==> src/rtl/dmem_arbiter.sv <==
// Two-master arbiter for the shared data-memory/IO port: sticky priority with a
// bounded burst length, combinational grant, and 1-cycle tagged read return.
module dmem_arbiter #(
    parameter int AW        = 12,
    parameter int DW        = 32,
    parameter int MAX_BURST = 4
) (
    input  logic          clk,
    input  logic          rst,
    input  logic          m0_req,
    input  logic          m0_we,
    input  logic [AW-1:0] m0_addr,
    input  logic [DW-1:0] m0_wdata,
    input  logic [2:0]    m0_rwsel,
    output logic          m0_gnt,
    output logic          m0_rvalid,
    output logic [DW-1:0] m0_rdata,
    input  logic          m1_req,
    input  logic          m1_we,
    input  logic [AW-1:0] m1_addr,
    input  logic [DW-1:0] m1_wdata,
    input  logic [2:0]    m1_rwsel,
    output logic          m1_gnt,
    output logic          m1_rvalid,
    output logic [DW-1:0] m1_rdata,
    output logic          mem_en,
    output logic          mem_wren,
    output logic [AW-1:0] mem_addr,
    output logic [DW-1:0] mem_wdata,
    output logic [2:0]    mem_rwsel,
    input  logic [DW-1:0] mem_rdata
);

    localparam int CW = 4;
    localparam logic [CW-1:0] MAX_CNT = CW'(MAX_BURST);

    logic          owner_q, owner_d;
    logic [CW-1:0] burst_cnt_q, burst_cnt_d;
    logic          rd_pend_q, rd_pend_d;
    logic          rd_tag_q, rd_tag_d;

    logic any_gnt_s;
    logic gnt_sel_s;
    logic gnt_we_s;
    logic other_req_s;

    // Grant selection: under contention the owner keeps the port until its burst is spent
    always_comb begin
        any_gnt_s = m0_req | m1_req;
        case ({m1_req, m0_req})
            2'b01:   gnt_sel_s = 1'b0;
            2'b10:   gnt_sel_s = 1'b1;
            2'b11:   gnt_sel_s = (burst_cnt_q < MAX_CNT) ? owner_q : ~owner_q;
            default: gnt_sel_s = owner_q;
        endcase
        gnt_we_s    = gnt_sel_s ? m1_we : m0_we;
        other_req_s = gnt_sel_s ? m0_req : m1_req;
    end

    // State register with synchronous active-low reset
    always_ff @(posedge clk) begin
        if (!rst) begin
            owner_q     <= 1'b0;
            burst_cnt_q <= {CW{1'b0}};
            rd_pend_q   <= 1'b0;
            rd_tag_q    <= 1'b0;
        end else begin
            owner_q     <= owner_d;
            burst_cnt_q <= burst_cnt_d;
            rd_pend_q   <= rd_pend_d;
            rd_tag_q    <= rd_tag_d;
        end
    end

    // Next-state: ownership, burst counting and read tagging
    always_comb begin
        owner_d     = owner_q;
        burst_cnt_d = {CW{1'b0}};
        rd_pend_d   = any_gnt_s & ~gnt_we_s;
        rd_tag_d    = rd_tag_q;
        if (any_gnt_s) begin
            if (!gnt_we_s) begin
                rd_tag_d = gnt_sel_s;
            end else begin
                rd_tag_d = rd_tag_q;
            end
            if (gnt_sel_s != owner_q) begin
                owner_d     = gnt_sel_s;
                burst_cnt_d = other_req_s ? 4'd1 : 4'd0;
            end else if (other_req_s) begin
                burst_cnt_d = (burst_cnt_q >= MAX_CNT) ? MAX_CNT : burst_cnt_q + 4'd1;
            end else begin
                burst_cnt_d = {CW{1'b0}};
            end
        end else begin
            burst_cnt_d = {CW{1'b0}};
        end
    end

    // Outputs: memory-port mux and tagged read return, all forced low while in reset
    always_comb begin
        m0_gnt    = 1'b0;
        m1_gnt    = 1'b0;
        mem_en    = 1'b0;
        mem_wren  = 1'b0;
        mem_addr  = {AW{1'b0}};
        mem_wdata = {DW{1'b0}};
        mem_rwsel = 3'b000;
        m0_rvalid = 1'b0;
        m1_rvalid = 1'b0;
        m0_rdata  = {DW{1'b0}};
        m1_rdata  = {DW{1'b0}};
        if (rst) begin
            m0_gnt   = any_gnt_s & ~gnt_sel_s;
            m1_gnt   = any_gnt_s & gnt_sel_s;
            mem_en   = any_gnt_s;
            mem_wren = any_gnt_s & gnt_we_s;
            if (any_gnt_s) begin
                mem_addr  = gnt_sel_s ? m1_addr  : m0_addr;
                mem_wdata = gnt_sel_s ? m1_wdata : m0_wdata;
                mem_rwsel = gnt_sel_s ? m1_rwsel : m0_rwsel;
            end else begin
                mem_addr  = {AW{1'b0}};
                mem_wdata = {DW{1'b0}};
                mem_rwsel = 3'b000;
            end
            m0_rvalid = rd_pend_q & ~rd_tag_q;
            m1_rvalid = rd_pend_q & rd_tag_q;
            m0_rdata  = (rd_pend_q & ~rd_tag_q) ? mem_rdata : {DW{1'b0}};
            m1_rdata  = (rd_pend_q & rd_tag_q)  ? mem_rdata : {DW{1'b0}};
        end else begin
            m0_gnt = 1'b0;
        end
    end

endmodule

==> config.mk <==
export PLATFORM = sky130hd
export DESIGN_NAME = dmem_arbiter
export DESIGN_NICKNAME = d
export VERILOG_FILES = /design/src/rtl/dmem_arbiter.sv
export SDC_FILE = /design/constraint.sdc
export NUM_CORES = 1
export LEC_CHECK = 0
export CORE_AREA = 2 2 95 97
export CTS_BUF_LIST = sky130_fd_sc_hd__clkbuf_8
export DETAILED_ROUTE_END_ITERATION = 8
export DIE_AREA = 0 0 97 99
export GPL_ROUTABILITY_DRIVEN = 0
export GPL_TIMING_DRIVEN = 0
export PLACE_DENSITY = 0.71
export SYNTH_ARGS = -nofsm -noshare
export SYNTH_HDL_FRONTEND = slang
export SYNTH_SLANG_ARGS = --single-unit
==> constraint.sdc <==
create_clock -name clk -period 3.3 [get_ports clk]
set_input_delay 0.33 -clock clk [delete_from_list [all_inputs] [get_ports clk]]
set_output_delay 0.33 -clock clk [all_outputs]
set_load 0.03 [all_outputs]
==> After elaboration in Yosys (flattened, before gate mapping) <==
Index checks and enable logic that the tools add are counted.
{ "word_totals": {"ff_bits": 7, "inputBits": 132, "word_cells": 52} }
{ "classes": {"add_sub_neg": 1, "magnitude_cmp": 2, "n_eq_ne": 4, "n_mux": 27, "bitwise": 11, "reduce_logical": 3} }
{ "op_table": {"columns": ["operator", "n"], "rows": [
  ["two-way mux 32 bit", 7],
  ["two-way mux 12 bit", 3],
  ["two-way mux 4 bit", 3],
  ["two-way mux 1 bit", 10],
  ["two-way mux 3 bit", 3],
  ["AND 1 bit", 6],
  ["AND reduction 2 bit", 3],
  ["adder 4 x 1 -> 4 bit, second input constant", 1],
  ["== test 2 bit, second input constant", 2],
  ["greater-or-equal comparator 4 x 3 -> 1 bit, second input constant", 1],
  ["< comparator 4 x 3 -> 1 bit, second input constant", 1],
  ["inverter 1 bit", 4],
  ["one-hot mux 1 bit (3 select lines)", 1],
  ["== test 2 x 1 -> 1 bit, second input constant", 1],
  ["inequality test 1 bit", 1],
  ["bitwise OR 1 bit", 1]
]} }

==> Logic depth before layout (Yosys ltp) <==
{ "logic_depth": {"word_depth": 6, "mapped_depth": 6} }

==> Worst setup path before layout <==
No wires, ideal clock.
{ "synth_timing": {"path_kind": "flip-flop to output port", "start": "register burst_cnt_q[3]", "end": "output mem_addr[10]", "arrival_ns": 1.698, "required_ns": 2.970, "path_slack_ns": 1.272, "stages_incl_launch_ff": 5, "path_buffers": 1, "cell_sequence": "dfxtp_1 > o211a_1 > nor3_2 > clkbuf_1 > a22o_1"} }
{ "synth_between": {"elab_chain_cells": 6} }
{ "synth_rtl": {"columns": ["item", "line_no", "text"], "rows": [
  ["start, declared", "38", "logic [CW-1:0] burst_cnt_q, burst_cnt_d;"],
  ["start signal, assigned", "64", "burst_cnt_q <= {CW{1'b0}};"],
  ["start signal, assigned", "69", "burst_cnt_q <= burst_cnt_d;"],
  ["< comparator 4 x 3 -> 1 bit", "53", "2'b11: gnt_sel_s = (burst_cnt_q < MAX_CNT) ? owner_q : ~owner_q;"],
  ["two-way mux 1 bit", "53", null],
  ["one-hot mux 1 bit (3 select lines)", "50", "case ({m1_req, m0_req})"],
  ["two-way mux 12 bit", "119", "mem_addr = gnt_sel_s ? m1_addr : m0_addr;"],
  ["two-way mux 12 bit", "118", "if (any_gnt_s) begin"],
  ["two-way mux 12 bit", "113", "if (rst) begin"],
  ["end, declared", "28", "output logic [AW-1:0] mem_addr,"]
]} }
Every way passes these cells.

==> Worst setup path after layout <==
{ "layout_timing": {"start": "input m0_req", "end": "output mem_wdata[10]"} }
{ "layout_between": {"elab_chain_cells": 5, "elab_cells_between_ends": 8, "classes_between": "eq/ne (3); mux (4); bitwise (1)"} }
{ "layout_rtl": {"columns": ["item", "line_no", "text"], "rows": [
  ["start, declared", "10", "input logic m0_req,"],
  ["== test 2 bit or == test 2 x 1 -> 1 bit (tied branches)", "50", null],
  ["one-hot mux 1 bit (3 select lines)", "50", null],
  ["two-way mux 32 bit", "120", "mem_wdata = gnt_sel_s ? m1_wdata : m0_wdata;"],
  ["two-way mux 32 bit *", "118", null],
  ["two-way mux 32 bit *", "113", null],
  ["end, declared", "29", "output logic [DW-1:0] mem_wdata,"]
]} }
Every way passes the cells marked *; elsewhere a longest branch is shown, timed or not.

==> results.json <==
{
  "outcome": "completed",
  "wl_per_cell_um": 15.6,
  "r2r-start": "owner_q",
  "floorplan.die.height_um": 99,
  "grt_start_max_net_pins": 11,
  "multi_input_area_um2": 1060,
  "required_ns": 2.97,
  "vias": 2258,
  "firstDrtPassIters": 4,
  "grtUsageTotal_pct": 15.5,
  "hold_violations": 0,
  "port_buffers": 247,
  "max-cap-violations": 0,
  "slew_headroom_pct": 65.1,
  "cts_hold_buf": 0,
  "crit_fanout": 10,
  "htree_num_levels": 1,
  "synth_top_area_share_pct": 31.6,
  "ys_ff_latch": 7,
  "worst_pin_slew_ns": 0.524,
  "fin_area_um2": 3960,
  "crit_family": "buffers and inverters",
  "crit_type": "in -> out",
  "syn_area_um2": 1310,
  "grt_pass1_wl_um": 12400,
  "drtIter0Drc": 34,
  "setup_viol": 0,
  "tns_ns": 0,
  "fin_crit_ns": 3.10,
  "synth.area.top_cells": "and2_1 32%, a22o_1 32%, dfxtp_1 11%",
  "drc": 0,
  "finalMaxSlewViolations": 0,
  "nNetsFinal": 556,
  "clk_pin_slew_ns": 0.04,
  "cts_inserted_buffers": 3,
  "worst_setup_path_end_kind": "primary output",
  "cpPeakStageDelay_ns": 0.70,
  "ir_drop_mv": 0.151,
  "path_buf_inv": 3,
  "synthCells": 171,
  "hpwl_um": 7020,
  "post_cts_buffers": 0,
  "cts_sinks": 7,
  "critPathLaunchType": "input port",
  "cts_max_path_buffers": 2,
  "areaGrowthSynthToFinish_pct": 203,
  "drtAntennaViolNets": 0,
  "synth.avg_cell_area_um2": 7.63,
  "synth_seq_area_share_pct": 10.7,
  "fmax_ghz": 0.323,
  "seq_area_um2": 140,
  "fill_cells": 843,
  "p_per_area_nw_per_um2": 186,
  "cts_tree": "yes",
  "core_um2": 8550,
  "antenna_cells": 0,
  "path_cells": "clkdlybuf4s50_1, nor4b_2, nor3_2, clkbuf_1, a22o_1, clkdlybuf4s50_1",
  "antenna_found_initial": 0,
  "dieArea_um2": 9600,
  "crit_top_cell": "clkdlybuf4s50_1",
  "ys_warn_count": 0,
  "place_area_um2": 3910,
  "viasPerCell": 4.26,
  "root_buffer": "clkbuf_8",
  "slowest_stage": "clkdlybuf4s50_1",
  "clock_skew_ns": 0.00342,
  "drive_gt1_share_pct": 4.03,
  "start_util_pct": 15.3,
  "hold_path_class": "reg -> reg",
  "power.leakage_nw": 1.53,
  "worstSkewPairLatency_ns": 0.23,
  "rows": 34,
  "crit_arrival_ns": 2.77,
  "totalWireLength_um": 8250,
  "overflow": 0,
  "io_pins": 249,
  "synth_fp_nets": 304,
  "first_global_vias": 2303,
  "rsz0062_at_grt": "false",
  "synth_cell_types": 33,
  "worstHoldStart": "burst_cnt_q[0]",
  "fin_crit_sh_pct": 93.8,
  "synth_top_cell_by_area": "and2_1",
  "crit_start": "m0_req",
  "cts_resized": 0,
  "dieWidth_um": 97
}
[path summary, 6_finish.rpt]
path,end,slack (ns),depth (start not counted)
min reg2reg,burst_cnt_q[0],0.44,1
max,mem_wdata[10],0.20,6
min,burst_cnt_q[0],0.44,1
max reg2reg,rd_pend_q,1.74,3
[power by group]
part           switching [mW]  internal [mW]  total, mW
registers             0.00422         0.0895     0.0937
clock network          0.0397         0.0806      0.120
logic                   0.234          0.289      0.523
[per-layer routing]
layer | part of all wire [%] | wire length [um] | global-route usage (%)
met5 | 0 | 0 | 0
met1 | 40 | 3300 | 18.4
met2 | 53 | 4380 | 29.2
met3 | 6.2 | 511 | 2.77
met4 | 0.74 | 61 | 3.03
[logic make-up (layout without fill, tap and decap cells)]
group | count (synthesis) | in the layout | synth area share (%)
compound gates | 57 | 57 | 38.5
fa+ha+maj | 1 | 1 | 0.959
buf+inv | 19 | 270 | 8.05
flops | 7 | 7 | 10.7
mux | 2 | 2 | 1.63
other cells | 1 | 1 | 0.287
simple gates | 84 | 84 | 39.8
[layout make-up]
cell class                 instances  area share (%)
buffer                            17            2.47
clock buffer                       3            1.04
clock inverter                     1          0.0948
inverter                           2           0.190
multi-input combinational        145            26.8
sequential                         7            3.54
tap                              108            3.41
timing repair buffer             247            62.5
[placed cells by master (no fill, tap or decap)]
master	instances
o311ai_0	1
o211a_1	1
a31oi_2	1
clkbuf_8	3
o22ai_1	1
a21oi_1	1
nand2_1	5
buf_4	2
a22o_1	47
mux2_1	1
nor2b_1	1
mux2i_1	1
or3_4	1
clkbuf_1	9
and3_1	1
clkdlybuf4s50_1	247
o211ai_1	1
nand2b_1	1
o21ba_2	1
buf_6	3
o21ai_1	1
a31oi_4	1
nor3_1	1
nor3_2	1
nor2_1	4
conb_1	1
nor4b_2	1
and2_1	66
nor3b_1	1
dfxtp_1	7
o21ai_0	1
nand3_1	1
buf_2	3
inv_1	3
ha_1	1
[flip-flops by register name, indices dropped and copies added, names as in the netlist]
name,flops
burst_cnt_q,4
owner_q,1
rd_pend_q,1
rd_tag_q,1
[per-stage QoR]
step	total power [mW]	instances	worst slack (ns)	hold WS (ns)	utilization [%]
global placement	0.614	526	0.153	0.424	45.8
finish	0.737	530	0.204	0.436	46.3
CTS	0.745	530	0.142	0.440	46.3
detailed placement	0.618	526	0.154	0.434	45.8
floorplan	0.320	171	1.27	0.413	-
global route	0.772	530	0.0356	0.453	46.3
[worst register-to-register path: cells and delay by family, from the launching register on]
| kind | cells | cell delay (ns) |
|---|---|---|
| compound gates | 1 | 0.31 |
| flops | 1 | 0.35 |
| mux | 1 | 0.36 |
| simple gates | 1 | 0.43 |
[Yosys cell counts (all sizes together)]
library cell,n
a21oi,1
a22o,47
a31oi,2
and2,66
and3,1
buf,8
clkbuf,9
conb,1
dfxtp,7
ha,1
inv,2
mux2,1
mux2i,1
nand2,5
nand2b,1
nand3,1
nor2,4
nor2b,1
nor3,2
nor3b,1
nor4b,1
o211a,1
o211ai,1
o21ai,2
o21ba,1
o22ai,1
o311ai,1
or3,1
(Power assumes the default switching activity.)
